**config.mk**
```make
export PLATFORM = sky130hd
export DESIGN_NAME = union_view_arbiter
export DESIGN_NICKNAME = d
export VERILOG_FILES = /design/src/rtl/union_view_arbiter.sv
export SDC_FILE = /design/constraint.sdc
export NUM_CORES = 1
export LEC_CHECK = 0
export CAP_MARGIN = 20
export CORE_MARGIN = 2
export CORE_UTILIZATION = 47
export CTS_BUF_LIST = sky130_fd_sc_hd__clkbuf_4 sky130_fd_sc_hd__clkbuf_8
export DETAILED_ROUTE_END_ITERATION = 6
export PLACE_DENSITY = 0.95
export SKIP_CTS_REPAIR_TIMING = 1
export SLEW_MARGIN = 20
export SYNTH_ARGS = -nofsm -noshare
export SYNTH_HDL_FRONTEND = slang
export SYNTH_SLANG_ARGS = --single-unit
export TNS_END_PERCENT = 100
```
**constraint.sdc**
```tcl
create_clock -name clk -period 4.78 [get_ports clk]
set_input_delay 1.195 -clock clk [delete_from_list [all_inputs] [get_ports clk]]
set_output_delay 1.195 -clock clk [all_outputs]
set_load 0.02 [all_outputs]
```
**src/rtl/union_view_arbiter.sv**
```systemverilog
// union_view_arbiter: round-robin arbiter and sequencer for one shared
// packed-union register. Each access runs IDLE -> GRANT -> ACCESS and uses
// either the raw view or the split view, in which the two halves are exchanged.
//
// Handshake: a requester raises req[i] and holds it until gnt[i] rises.
// If req[i] is still high in GRANT, the access runs in the following ACCESS
// cycle. If req[i] drops during GRANT, the access is aborted. Read data is
// returned with a one-cycle rvalid pulse, and rdata holds its value until the
// next read.
//
// Optional feature: define UNION_ARB_LOCK_EN to add the lock input.
// When the owner has lock set during ACCESS, the pointer stays on that owner.
// The owner then wins the next arbitration again if it keeps requesting.
module union_view_arbiter #(
  parameter int                NREQ      = 4,
  parameter int                WIDTH     = 4,
  parameter logic [WIDTH-1:0]  RESET_VAL = 'hA
) (
  input  logic                    clk,
  input  logic                    rst,
  input  logic [NREQ-1:0]         req,
  input  logic [NREQ-1:0]         wr,
  input  logic [NREQ-1:0]         view,
  input  logic [NREQ*WIDTH-1:0]   wdata,
`ifdef UNION_ARB_LOCK_EN
  input  logic [NREQ-1:0]         lock,
`endif
  output logic [NREQ-1:0]         gnt,
  output logic                    rvalid,
  output logic [WIDTH-1:0]        rdata,
  output logic [WIDTH-1:0]        un_q,
  output logic [1:0]              dbg_state
);

  localparam int PW   = (NREQ > 1) ? $clog2(NREQ) : 1;
  localparam int HALF = WIDTH / 2;

  // The two views of the shared register.
  typedef struct packed {
    logic [HALF-1:0] hi;
    logic [HALF-1:0] lo;
  } split_t;

  typedef union packed {
    logic [WIDTH-1:0] raw;
    split_t           split;
  } un_t;

  typedef enum logic [1:0] {
    S_IDLE   = 2'd0,
    S_GRANT  = 2'd1,
    S_ACCESS = 2'd2
  } state_t;

  state_t           state_q, state_d;
  logic [PW-1:0]    owner_q, owner_d;
  logic [PW-1:0]    rr_ptr_q, rr_ptr_d;
  logic [WIDTH-1:0] un_d;
  logic [WIDTH-1:0] rdata_q, rdata_d;
  logic             rvalid_q, rvalid_d;

  logic             pick_found;
  logic [PW-1:0]    pick_idx;
  logic [PW-1:0]    owner_next;
  logic [WIDTH-1:0] own_wdata;
  un_t              wr_view;
  un_t              rd_view;
  un_t              cur;

  // Returns the value seen through the split view, with the halves exchanged.
  function automatic logic [WIDTH-1:0] swap_halves(input logic [WIDTH-1:0] x);
    un_t u;
    u.raw = x;
    return {u.split.lo, u.split.hi};
  endfunction

  assign dbg_state  = state_q;
  assign rvalid     = rvalid_q;
  assign rdata      = rdata_q;
  assign owner_next = (owner_q == PW'(NREQ - 1)) ? '0 : owner_q + PW'(1);
  assign own_wdata  = wdata[int'(owner_q)*WIDTH +: WIDTH];

  // Round-robin pick: the first requesting index at or after rr_ptr, wrapping modulo NREQ.
  always_comb begin
    pick_found = 1'b0;
    pick_idx   = '0;
    for (int k = 0; k < NREQ; k++) begin
      int            t;
      logic [PW-1:0] t_idx;
      t = int'(rr_ptr_q) + k;
      if (t >= NREQ) t = t - NREQ;
      t_idx = PW'(t);
      if (!pick_found && req[t_idx]) begin
        pick_found = 1'b1;
        pick_idx   = t_idx;
      end
    end
  end

  // Data written to the register and data read from it, through the owner's view.
  always_comb begin
    cur.raw     = un_q;
    wr_view.raw = view[owner_q] ? swap_halves(own_wdata) : own_wdata;
    rd_view.raw = view[owner_q] ? swap_halves(cur.raw) : cur.raw;
  end

  // Next-state logic, grant decode and the register update for each access.
  always_comb begin
    state_d  = state_q;
    owner_d  = owner_q;
    rr_ptr_d = rr_ptr_q;
    un_d     = un_q;
    rdata_d  = rdata_q;
    rvalid_d = 1'b0;
    gnt      = '0;
    case (state_q)
      S_IDLE: begin
        if (pick_found) begin
          owner_d = pick_idx;
          state_d = S_GRANT;
        end
      end
      S_GRANT: begin
        gnt[owner_q] = 1'b1;
        if (req[owner_q]) begin
          state_d = S_ACCESS;
        end else begin
          rr_ptr_d = owner_next;
          state_d  = S_IDLE;
        end
      end
      S_ACCESS: begin
        gnt[owner_q] = 1'b1;
        if (wr[owner_q]) begin
          un_d = wr_view.raw;
        end else begin
          rdata_d  = rd_view.raw;
          rvalid_d = 1'b1;
        end
        rr_ptr_d = owner_next;
`ifdef UNION_ARB_LOCK_EN
        if (lock[owner_q]) rr_ptr_d = owner_q;
`endif
        state_d = S_IDLE;
      end
      default: state_d = S_IDLE;
    endcase
  end

  // State registers. Reset is asynchronous and drops any access in flight.
  always_ff @(posedge clk or posedge rst) begin
    if (rst) begin
      state_q  <= S_IDLE;
      owner_q  <= '0;
      rr_ptr_q <= '0;
      un_q     <= RESET_VAL;
      rdata_q  <= '0;
      rvalid_q <= 1'b0;
    end else begin
      state_q  <= state_d;
      owner_q  <= owner_d;
      rr_ptr_q <= rr_ptr_d;
      un_q     <= un_d;
      rdata_q  <= rdata_d;
      rvalid_q <= rvalid_d;
    end
  end

endmodule

```
==> results.ini <==
[outcome]
outcome = finished clean

[yosys]
synth.avg_cell_area_sq_um = 11.3
yosysSeqAreaShare_pct = 36.0
ys_seq_elements = 15
syn_inst = 93
ys_warn_count = 0
syn-num-nets = 130
synth_area_sq_mm = 0.00105
synth_cell_types = 24

[route]
num_vias = 874
first_pass_iters = 4
wirelength_microns = 2450
via_per_inst = 5.30
drcViolationCount = 0
drt_iter0_markers = 9
postRouteAntennaNets = 0
routedWlPerCell_microns = 14.9

[power]
seqPwrFrac_pct = 30.6
clkPwrFrac_pct = 9.6
p_comb_share_pct = 59.8
p_int_uw = 506
powerDensity_mw_per_mm2 = 561
switchingPower_uw = 344
leakage_uw = 0.000674
power_uw = 851
vdd.ir_drop.worst_mv = 0.332
sw_frac_of_total_pct = 40.5

[critical_path]
crit_slowest_cell = dfrtp_1
endpoint_kind = output port
crit_type = reg2out
critPathLaunchType = register
cp.arrival_ns = 2.00
worst-path-max-fanout = 12
critical_path.max_stage_delay_ns = 0.67
crit_chain = inv_1 -> ha_1 -> and2_1 -> clkdlybuf4s50_1
required_ns = 3.59

[finish]
finish.net_count = 175
area_growth_pct = 44.5
fillCellCount = 184
antenna_cells = 0
drive_gt1_share_pct = 9.49

[sta]
finalSetupTns_ns = 0
final_max_slew_viol_count = 0
final.period_utilization_pct = 66.8
rsz0062_at_grt = false
relSlewSlack_pct = 61.2
hold_viol = 0
max_freq_ghz = 0.313
skew_ns = 0.000580
worst_pin_slew_ns = 0.582
fin_crit_ns = 3.19
setup_viol = 0

[die]
placementRows = 17
initial_core_util_pct = 48.4
ios = 45
die_area_sq_mm = 0.00263
die_w_microns = 51.3
die_y_microns = 51.3
core_sq_mm = 0.00217

[place]
dp_hpwl_microns = 2040
io_buffers = 44
place.gp.congestion = 0.834

[clocking]
cts.sinks = 15
cts_max_path_buffers = 2
root_buffer = clkbuf_4
htreeDepth = 1
clk_pin_slew_worst_paths_ns = 0.09
insertion_delay_ns = 0.28
cts_tree = yes
numCtsBuffers = 3

[global_route]
grt_pass1_wl_microns = 3860
track_usage_pct = 20.3
antenna_found_initial = 0
first_global_vias = 893
grt_max_degree = 16
grt-ovfl-total = 0

[job]
max_cap_viol_count = 0

[worst_hold_path]
hp-class = reg2reg

## cell usage after synthesis
cell / instances / area [sq um]
o21ai_0: 7 / 35.0
mux4_2: 3 / 67.6
mux2i_1: 9 / 90.1
and2_4: 1 / 8.76
o221ai_1: 1 / 8.76
o21a_1: 2 / 15.0
nand2_1: 14 / 52.6
mux2_4: 2 / 30.0
buf_2: 1 / 5.00
ha_1: 7 / 87.6
and2_1: 4 / 25.0
nand3b_1: 1 / 7.51
nand2b_4: 1 / 13.8
a21oi_1: 2 / 10.0
dfrtp_1: 13 / 325
or4_1: 1 / 7.51
a2bb2oi_1: 1 / 8.76
dfstp_2: 2 / 52.6
buf_6: 3 / 33.8
mux4_1: 4 / 105
inv_1: 8 / 30.0
o21ai_1: 4 / 20.0
nor2_1: 1 / 3.75
o22ai_1: 1 / 6.26
## cell usage in the layout, fill, tap and decap left out, drive strengths merged
cell type,count
mux4,7
a2bb2oi,1
mux2,2
nand2b,1
o21ai,11
nor2,1
dfrtp,13
ha,7
clkdlybuf4s50,44
a21oi,2
inv,8
clkbuf,4
mux2i,9
o22ai,1
and2,5
o221ai,1
nand2,14
nand3b,1
or4,1
o21a,2
dfstp,2
## routing by layer
layer / share of wire [%] / vias to the layer above / track usage (%)
met1: 37 / 411 / 19.7
met3: 3.9 / 10 / 3.80
met5: 0 / - / 0
met2: 56 / 29 / 40.5
li1: - / 424 / -
met4: 2.9 / 0 / 9.65
## worst max-delay path, delay by kind of cell, from the launching register on
| family | cells | cell delay (ns) |
|---|---|---|
| fa+ha+maj | 1 | 0.22 |
| flops | 1 | 0.67 |
| simple gates | 1 | 0.15 |
| buf+inv | 2 | 0.67 |
## per-stage QoR
step           cell area [sq um]  cells  hold slack, ns  setup slack [ns]  utilization [%]
6_report                    1520    165           0.496              1.59             69.9
5_1_grt                     1520    165           0.530              1.43             69.9
4_1_cts                     1520    165           0.505              1.56             69.9
3_5_place_dp                1490    161           0.484              1.89             68.5
3_3_place_gp                1490    161           0.468              1.93             68.5
2_1_floorplan               1050     93           0.505              2.47                -
## power groups by stage
stage	Sequential [uW]	Clock (uW)	Combinational [uW]
2_1_floorplan	273	0	339
3_3_place_gp	258	0	487
3_5_place_dp	263	0	511
4_1_cts	260	82.6	513
5_1_grt	270	90.0	553
6_report	260	81.4	509
## logic make-up (layout without fill, tap and decap cells)
kind of cell / Yosys count / in the layout / synth area share [%]
flip-flops: 15 / 15 / 36.0
buffers and inverters: 12 / 56 / 6.55
multiplexers: 18 / 18 / 27.9
AO/OA/AOI/OAI: 18 / 18 / 9.89
AND/OR/NAND/NOR: 23 / 23 / 11.3
adder cells (fa/ha/maj): 7 / 7 / 8.34
## layout make-up
cell class                      instances  area [sq um]  share of cell area (%)
Tap cell                               28          35.0                    2.31
Multi-Input combinational cell         66           603                    39.8
Timing Repair Buffer                   44           440                    29.0
Clock buffer                            4          30.0                    1.98
Sequential cell                        15           378                    24.9
Inverter                                8          30.0                    1.98
## sequential cells by signal, summed over array words and instances, names as in the netlist
register	flops
owner_q	2
un_q	4
dbg_state	2
rdata	4
rr_ptr_q	2
rvalid	1
## path summary, 6_finish.rpt
path / cells after the start / slack, ns / to / startpoint
worst max-delay path: 4 / 1.59 / gnt[2] / owner_q[0]$_DFFE_PP0P_
worst min-delay path: 2 / 0.50 / rdata[1]$_DFFE_PP0P_ / rdata[1]$_DFFE_PP0P_
worst max register to register: 4 / 2.85 / rr_ptr_q[1]$_DFFE_PP0P_ / owner_q[0]$_DFFE_PP0P_
worst min register to register: 2 / 0.50 / rdata[1]$_DFFE_PP0P_ / rdata[1]$_DFFE_PP0P_
max in group asynchronous: 2 / 3.15 / rr_ptr_q[1]$_DFFE_PP0P_ / rst
min in group asynchronous: 2 / 1.26 / rdata[2]$_DFFE_PP0P_ / rst
(Power assumes the default switching activity.)
